===== src/rtl/imm_gen_pkg.sv =====
// ----------------------------------------------------------------------------
// imm_gen_pkg
// Shared definitions for the pipelined RISC-V immediate generator:
//   - FMT_W   : width of the format-code field
//   - fmt_e   : format codes R/I/S/B/U/J/Z/X
//   - OPC_*   : major opcode values, i.e. instruction bits [6:2]
// ----------------------------------------------------------------------------
package imm_gen_pkg;

  localparam int FMT_W = 3;

  typedef enum logic [FMT_W-1:0] {
    FMT_R = 3'd0,
    FMT_I = 3'd1,
    FMT_S = 3'd2,
    FMT_B = 3'd3,
    FMT_U = 3'd4,
    FMT_J = 3'd5,
    FMT_Z = 3'd6,
    FMT_X = 3'd7
  } fmt_e;

  localparam logic [4:0] OPC_LOAD     = 5'b00000;
  localparam logic [4:0] OPC_MISC_MEM = 5'b00011;
  localparam logic [4:0] OPC_OP_IMM   = 5'b00100;
  localparam logic [4:0] OPC_AUIPC    = 5'b00101;
  localparam logic [4:0] OPC_STORE    = 5'b01000;
  localparam logic [4:0] OPC_OP       = 5'b01100;
  localparam logic [4:0] OPC_LUI      = 5'b01101;
  localparam logic [4:0] OPC_BRANCH   = 5'b11000;
  localparam logic [4:0] OPC_JALR     = 5'b11001;
  localparam logic [4:0] OPC_JAL      = 5'b11011;
  localparam logic [4:0] OPC_SYSTEM   = 5'b11100;

endpackage


===== src/rtl/imm_gen_dec.sv =====
// ----------------------------------------------------------------------------
// imm_gen_dec
// Purely combinational immediate decoder.
//   i_inst    [29:0]     instruction bits [31:2] (bits [1:0] are always 2'b11)
//   o_imm     [XLEN-1:0] sign-extended immediate (zero-extended for Z format)
//   o_fmt     [2:0]      format code (fmt_e)
//   o_illegal            major opcode not recognised
// Optional feature macro: IMM_GEN_ZICSR_EN -- when defined, SYSTEM words with
// funct3[2]=1 decode as format Z carrying the zero-extended 5-bit CSR zimm.
// ----------------------------------------------------------------------------
module imm_gen_dec
  import imm_gen_pkg::*;
#(
  parameter int XLEN = 32
) (
  input  logic [29:0]      i_inst,
  output logic [XLEN-1:0]  o_imm,
  output logic [FMT_W-1:0] o_fmt,
  output logic             o_illegal
);

  // i_inst[k - O] holds instruction bit k, so the slices below read like the ISA manual.
  localparam int O = 2;

  logic [4:0]  w_opc;
  logic [31:0] w_imm_i, w_imm_s, w_imm_b, w_imm_u, w_imm_j;
  logic [31:0] w_imm32;
  fmt_e        w_fmt;

  assign w_opc   = i_inst[6-O:2-O];
  assign w_imm_i = {{20{i_inst[31-O]}}, i_inst[31-O:20-O]};
  assign w_imm_s = {{20{i_inst[31-O]}}, i_inst[31-O:25-O], i_inst[11-O:7-O]};
  assign w_imm_b = {{19{i_inst[31-O]}}, i_inst[31-O], i_inst[7-O], i_inst[30-O:25-O],
                    i_inst[11-O:8-O], 1'b0};
  assign w_imm_u = {i_inst[31-O:12-O], 12'b0};
  assign w_imm_j = {{11{i_inst[31-O]}}, i_inst[31-O], i_inst[19-O:12-O], i_inst[20-O],
                    i_inst[30-O:21-O], 1'b0};

  always_comb begin
    // NOTE: every output gets a default before the case so no path leaves a
    // value unassigned; a missing default here would infer a latch.
    w_imm32   = '0;
    w_fmt     = FMT_X;
    o_illegal = 1'b0;
    case (w_opc)
      OPC_LOAD, OPC_MISC_MEM, OPC_OP_IMM, OPC_JALR, OPC_SYSTEM: begin
        w_imm32 = w_imm_i;
        w_fmt   = FMT_I;
      end
      OPC_STORE:            begin w_imm32 = w_imm_s; w_fmt = FMT_S; end
      OPC_BRANCH:           begin w_imm32 = w_imm_b; w_fmt = FMT_B; end
      OPC_LUI, OPC_AUIPC:   begin w_imm32 = w_imm_u; w_fmt = FMT_U; end
      OPC_JAL:              begin w_imm32 = w_imm_j; w_fmt = FMT_J; end
      OPC_OP:               begin w_imm32 = '0;      w_fmt = FMT_R; end
      default:              o_illegal = 1'b1;
    endcase

    // All 32-bit immediates are signed; widening the signed value replicates bit 31.
    o_imm = XLEN'($signed(w_imm32));

`ifdef IMM_GEN_ZICSR_EN
    // CSR immediate forms (csrrwi/csrrsi/csrrci) carry an unsigned rs1-field zimm.
    if (w_opc == OPC_SYSTEM && i_inst[14-O]) begin
      w_fmt = FMT_Z;
      o_imm = XLEN'(i_inst[19-O:15-O]);
    end
`else
    // Without CSR support every SYSTEM word keeps the I-format decode above.
`endif

    o_fmt = w_fmt;
  end

endmodule


===== src/rtl/imm_gen_pipe.sv =====
// ----------------------------------------------------------------------------
// imm_gen_pipe
// Registered immediate generator with a valid/ready handshake and a two-entry
// output/skid buffer (full throughput under back-pressure, 1-cycle latency).
//   i_clk, i_rst          clock, synchronous active-high reset
//   i_flush               discard both buffer entries (and any word taken this cycle)
//   i_in_valid/o_in_ready input handshake; o_in_ready = !skid_valid (registered)
//   i_in_inst  [29:0]     instruction bits [31:2]
//   i_in_tag   [TAG_W-1:0] sideband carried with the word
//   o_out_valid/i_out_ready output handshake
//   o_out_imm/o_out_fmt/o_out_illegal/o_out_tag  decoded word on the output
// Optional feature macro: IMM_GEN_ZICSR_EN (handled inside imm_gen_dec).
// ----------------------------------------------------------------------------
module imm_gen_pipe
  import imm_gen_pkg::*;
#(
  parameter int XLEN  = 32,
  parameter int TAG_W = 32
) (
  input  logic             i_clk,
  input  logic             i_rst,
  input  logic             i_flush,
  input  logic             i_in_valid,
  output logic             o_in_ready,
  input  logic [29:0]      i_in_inst,
  input  logic [TAG_W-1:0] i_in_tag,
  output logic             o_out_valid,
  input  logic             i_out_ready,
  output logic [XLEN-1:0]  o_out_imm,
  output logic [FMT_W-1:0] o_out_fmt,
  output logic             o_out_illegal,
  output logic [TAG_W-1:0] o_out_tag
);

  logic [XLEN-1:0]  w_dec_imm;
  logic [FMT_W-1:0] w_dec_fmt;
  logic             w_dec_illegal;
  logic             w_in_fire, w_out_fire;

  logic             r_out_valid, r_out_illegal;
  logic [XLEN-1:0]  r_out_imm;
  logic [FMT_W-1:0] r_out_fmt;
  logic [TAG_W-1:0] r_out_tag;

  logic             r_skid_valid, r_skid_illegal;
  logic [XLEN-1:0]  r_skid_imm;
  logic [FMT_W-1:0] r_skid_fmt;
  logic [TAG_W-1:0] r_skid_tag;

  imm_gen_dec #(.XLEN(XLEN)) u_dec (
    .i_inst    (i_in_inst),
    .o_imm     (w_dec_imm),
    .o_fmt     (w_dec_fmt),
    .o_illegal (w_dec_illegal)
  );

  // Skid occupancy is a flop, so ready is registered without extra state.
  assign o_in_ready = ~r_skid_valid;
  assign w_in_fire  = i_in_valid & o_in_ready;
  assign w_out_fire = r_out_valid & i_out_ready;

  always_ff @(posedge i_clk) begin
    // NOTE: state is updated with non-blocking assignments so every register
    // samples pre-edge values regardless of statement order.
    if (i_rst) begin
      // NOTE: data registers are cleared as well as the valid bits because the
      // output fields must read zero straight out of reset.
      r_out_valid    <= 1'b0;
      r_out_imm      <= '0;
      r_out_fmt      <= '0;
      r_out_illegal  <= 1'b0;
      r_out_tag      <= '0;
      r_skid_valid   <= 1'b0;
      r_skid_imm     <= '0;
      r_skid_fmt     <= '0;
      r_skid_illegal <= 1'b0;
      r_skid_tag     <= '0;
    end else if (i_flush) begin
      // Redirect: both entries drop, and a word accepted this cycle is never stored.
      r_out_valid  <= 1'b0;
      r_skid_valid <= 1'b0;
    end else if (r_skid_valid) begin
      // in_ready is low, so only a drain of the skid into the output can occur.
      if (w_out_fire) begin
        r_out_imm     <= r_skid_imm;
        r_out_fmt     <= r_skid_fmt;
        r_out_illegal <= r_skid_illegal;
        r_out_tag     <= r_skid_tag;
        r_skid_valid  <= 1'b0;
      end
    end else if (w_in_fire && (!r_out_valid || w_out_fire)) begin
      r_out_valid   <= 1'b1;
      r_out_imm     <= w_dec_imm;
      r_out_fmt     <= w_dec_fmt;
      r_out_illegal <= w_dec_illegal;
      r_out_tag     <= i_in_tag;
    end else if (w_in_fire) begin
      // Output is stalled: park the new word behind it so order is preserved.
      r_skid_valid   <= 1'b1;
      r_skid_imm     <= w_dec_imm;
      r_skid_fmt     <= w_dec_fmt;
      r_skid_illegal <= w_dec_illegal;
      r_skid_tag     <= i_in_tag;
    end else if (w_out_fire) begin
      r_out_valid <= 1'b0;
    end
  end

  assign o_out_valid   = r_out_valid;
  assign o_out_imm     = r_out_imm;
  assign o_out_fmt     = r_out_fmt;
  assign o_out_illegal = r_out_illegal;
  assign o_out_tag     = r_out_tag;

endmodule


===== config.mk =====
export PLATFORM = sky130hd
export DESIGN_NAME = imm_gen_pipe
export DESIGN_NICKNAME = d
export VERILOG_FILES = /design/src/rtl/imm_gen_pkg.sv /design/src/rtl/imm_gen_dec.sv /design/src/rtl/imm_gen_pipe.sv
export SDC_FILE = /design/constraint.sdc
export NUM_CORES = 1
export LEC_CHECK = 0
export BUFFER_PORTS_ARGS = -buffer_cell sky130_fd_sc_hd__buf_2
export CORE_UTILIZATION = 54
export CTS_BUF_LIST = sky130_fd_sc_hd__clkbuf_8 sky130_fd_sc_hd__clkbuf_16
export CTS_CLUSTER_DIAMETER = 120
export DETAILED_ROUTE_END_ITERATION = 6
export PLACE_DENSITY = 0.79
export SETUP_SLACK_MARGIN = 0.02
export SLEW_MARGIN = 25
export SYNTH_ARGS = -nofsm -noshare
export SYNTH_HDL_FRONTEND = slang
export SYNTH_SLANG_ARGS = --single-unit

===== constraint.sdc =====
create_clock -name i_clk -period 2.4 [get_ports i_clk]
set_input_delay 0.24 -clock i_clk [delete_from_list [all_inputs] [get_ports i_clk]]
set_output_delay 0.24 -clock i_clk [all_outputs]
set_load 0.02 [all_outputs]

==> summary.md <==
| Metric | Value |
|---|---|
| Worst-Skew Late Latency | 0.53 ns |
| Cell Area, Placed | 6680 µm² |
| Setup skew after layout | 0.01021 ns |
| Min setup slack post-route | 0.1696 ns |
| First-iteration detailed-routing DRC count | 605 |
| Final routed wire length divided by cell count | 17.12 µm |
| Worst Path Max Fanout | 33 |
| DR vias | 5938 |
| Cell area after synthesis | 5944 µm² |
| Share of cells above drive strength 1 | 0.2430 |
| Total CTS buffers | 17 |
| HPWL after detailed placement | 10.37 mm |
| Post-route total power | 5.615 mW |
| Total clock sinks | 138 |
| Upper clock frequency limit | 448.3 MHz |
| Antenna fix cells | 0 |
| Cells after Synth | 686 |
| Final clock period utilization by the worst path | 0.9293 |
| Residual antenna-violating net count after detailed routing | 0 |
| Width of the die | 106.9 µm |
| CP Buf/Inv Count | 4 |
| Number of global-route vias before repair | 5758 |
| Sw Share | 0.2785 |
| Startpoint kind of the worst setup timing path | register |
| Post-synthesis average cell area | 8.665 µm² |
| Post-Syn Nets | 753 |
| Largest stage delay, worst path | 0.37 ns |
| Proportion of synthesized chip area in sequential cells | 0.4647 |
| Worst min path class | in2reg |
| Fraction of power consumed by combinational cells | 0.121 |
| Clock share of power | 0.447 |
| Areal power density over the cells | 731.9 nW/µm² |
| Transition time at the pin with the least slew margin | 0.8840 ns |
| Placed cells | 914 |
| Number of nets in the final layout | 906 |
| Count of pins on the block boundary | 137 |
| Maximum number of buffers from clock root to sink | 2 |
| Number of antenna violations at the first check in global routing | 0 |
| Internal power summed over all cells | 4.051 mW |
| Result of the run | finished clean |
| Net switching power figure | 1.564 mW |
| Critical Path Slowest Stage Cell | dfxtp_2 |
| Hold Violations, Final | 0 |
| Final routed wirelength across all metal layers | 16.92 mm |
| Crit Path Class | reg2out |
| Grt ovf | 0 |
| PortBufs | 136 |
| Max IR drop VDD | 0.4601 mV |
| Worst path arrival time | 1.99 ns |
| Post-synthesis register bit count | 138 |
| Area of the die | 11430 µm² |
| Clock tree from TritonCTS | done |
| Total of warnings raised by yosys | 0 |
| Sequential share of power | 0.432 |
| Fin. max-slew vios | 0 |
| Initial core utilization | 0.5657 |
| Post-CTS setup buffers | 0 |
| CP required | 2.16 ns |
| RSZ-0062 raised after global routing | false |
| Setup slack after placement | 0.3439 ns |
| Max-slew headroom | 0.4105 |
| Largest delay share family, worst path | buffers and inverters |
| Total routing resource utilization after global routing | 0.3002 |
| Final std cell area, no fill | 7671 µm² |
| Number of enable-type register cells in the synthesized netlist | 0 |
| Clock slew seen by the registers of the worst setup and hold paths | 0.06 ns |
| FFs w/ async S/R, synth | 0 |
| Type of destination of the critical path | output port |
| Via-to-Cell Ratio | 6.010 |
| Unique cell type count in the Yosys netlist | 53 |
| Ordered list of cells on the worst path | buf_6 > clkinvlp_4 > buf_4 > buf_2 |
| Number of max-cap violations | 0 |
| First-pass detailed-route iteration total | 6 |
| Die outline height | 106.9 µm |
| RePlAce Congestion | 0.8626 |
| Core Footprint | 10510 µm² |
| Post-route DRC violation count | 0 |
| P&R area growth vs syn | 29.05% |
| Pin count of the biggest net entering global routing | 46 |
| Maximum level of the CTS H-tree | 4 |
| Site Rows | 37 |
| Minimum clock period after layout | 2.230 ns |
| Most instantiated flip-flop cell in the synthesis netlist | dfxtp_1 |
| Setup tns final | 0 ns |
| Final count of negative-setup-slack endpoints | 0 |
| First-pass GRT wire length | 27.16 mm |
| Root buffer cell | clkbuf_8 |
| Final Instance Count excl. Fillers | 988 |
| Leak | 2.907 nW |
[repair_timing]
action	in CTS	in global routing
hold buffers	40	1
setup endpoints to repair	1	1
resized for setup	1	1
hold endpoints to repair	46	1
gates cloned	1	0
[synth_stat cells, drive strengths merged (2+ instances only)]
master | instances | share of area
dfxtp | 138 | 0.46
a21oi | 57 | 0.048
inv | 7 | 0.0044
a311oi | 31 | 0.046
a221oi | 12 | 0.031
or3 | 13 | 0.014
and3 | 7 | 0.0074
mux2i | 34 | 0.057
nand2 | 124 | 0.078
nor3 | 7 | 0.0059
nor2b | 3 | 0.0032
nand3 | 5 | 0.0042
buf | 27 | 0.026
a32o | 6 | 0.010
a31oi | 3 | 0.0032
o22ai | 6 | 0.0063
o311ai | 2 | 0.0029
a211oi | 45 | 0.057
clkbuf | 36 | 0.023
nand2b | 3 | 0.0044
nor2 | 67 | 0.043
a21boi | 2 | 0.0025
o21ai | 32 | 0.027
[layer usage]
layer / global-route usage / vias to the layer above / wire (µm)
met5: 0 / - / 0
met4: 0.1389 / 0 / 559
met3: 0.07660 / 55 / 1309
met2: 0.4857 / 304 / 8125
met1: 0.3745 / 2778 / 6923
li1: - / 2801 / -
[cells in the final DEF, fill, tap and decap left out, types with 2 or more instances in the layout]
master         netlist  layout
a211oi_1            45      45
a21oi_1             57      57
a221oi_2            10      10
a311oi_1            31      31
a31oi_1              3       3
a32o_1               6       6
and3_1               7       7
buf_12               0       2
buf_2               20     135
buf_4                4      17
clkbuf_16            0      16
clkinv_4             0       2
clkinvlp_4           0       3
dfxtp_1            138     137
dlygate4sd3_1        0      41
inv_1                7       6
inv_6                0       6
inv_8                0       3
mux2i_1             34      34
nand2_1            124     124
nand2b_1             2       2
nand3_1              5       5
nor2_1              66      66
nor2b_1              3       3
nor3_1               7       7
o21ai_0             31      31
o22ai_1              6       6
or3_1               13      13
[logic make-up (layout without fill, tap and decap cells)]
| kind of cell | Yosys count | after routing | synth area share |
|---|---|---|---|
| AND/OR/NAND/NOR | 237 | 237 | 0.1736 |
| multiplexers | 34 | 34 | 0.05725 |
| buffers and inverters | 70 | 236 | 0.05367 |
| flip-flops | 138 | 138 | 0.4647 |
| AO/OA/AOI/OAI | 206 | 206 | 0.2492 |
| XOR/XNOR | 1 | 1 | 0.001474 |
[power groups by stage]
stage / sequential (mW) / clock [mW] / combinational (mW)
final: 2.43 / 2.51 / 0.678
after global routing: 2.43 / 2.65 / 0.730
after CTS: 2.42 / 2.54 / 0.665
after detailed placement: 2.47 / 0 / 0.609
after global placement: 2.47 / 0 / 0.591
after floorplan: 2.56 / 0 / 0.304
[registers in the layout (all words and copies together) (netlist names)]
| signal | cells |
|---|---|
| r_skid_imm | 32 |
| o_out_tag | 32 |
| r_skid_fmt | 3 |
| r_skid_illegal | 1 |
| o_out_valid | 1 |
| o_out_fmt | 3 |
| r_skid_valid | 1 |
| r_skid_tag | 32 |
| o_out_imm | 32 |
| o_out_illegal | 1 |
[final timing paths]
kind	start	endpoint	slack, ns	cells past startpoint
setup / recovery	r_skid_valid$_SDFF_PP0_	o_in_ready	0.17	4
hold / removal	i_in_inst[10]	r_skid_imm[12]$_SDFFE_PP0P_	0.02	3
setup reg to reg	o_out_valid$_SDFFE_PP0P_	o_out_imm[5]$_SDFFE_PP0P_	0.28	6
hold reg to reg	o_out_fmt[0]$_SDFFE_PP0P_	o_out_fmt[0]$_SDFFE_PP0P_	0.46	2
[final cells by class]
type	instances	area [µm²]
fillers	740	2838
repair buffers	196	1265
clock buffers	17	414.1
repair inverters	1	5.005
flip-flops and latches	138	2764
multi-input cells	478	2869
clock inverters	15	153.9
well taps	136	170.2
inverters	7	30.03
[worst register-to-register path: cells and delay by family, from the launching register on]
| kind | cells | cell delay (ns) |
|---|---|---|
| buf+inv | 1 | 0.26 |
| simple gates | 3 | 0.50 |
| compound gates | 2 | 0.82 |
| flops | 1 | 0.46 |
[metrics by stage]
| stage | utilization | hold slack, ns |
|---|---|---|
| floorplan | - | 0.3185 |
| global placement | 0.6357 | 0.4408 |
| detailed placement | 0.6357 | 0.4482 |
| CTS | 0.7287 | 0.001030 |
| global route | 0.7300 | 0.01296 |
| finish | 0.7300 | 0.01655 |
(Power assumes the default switching activity.)
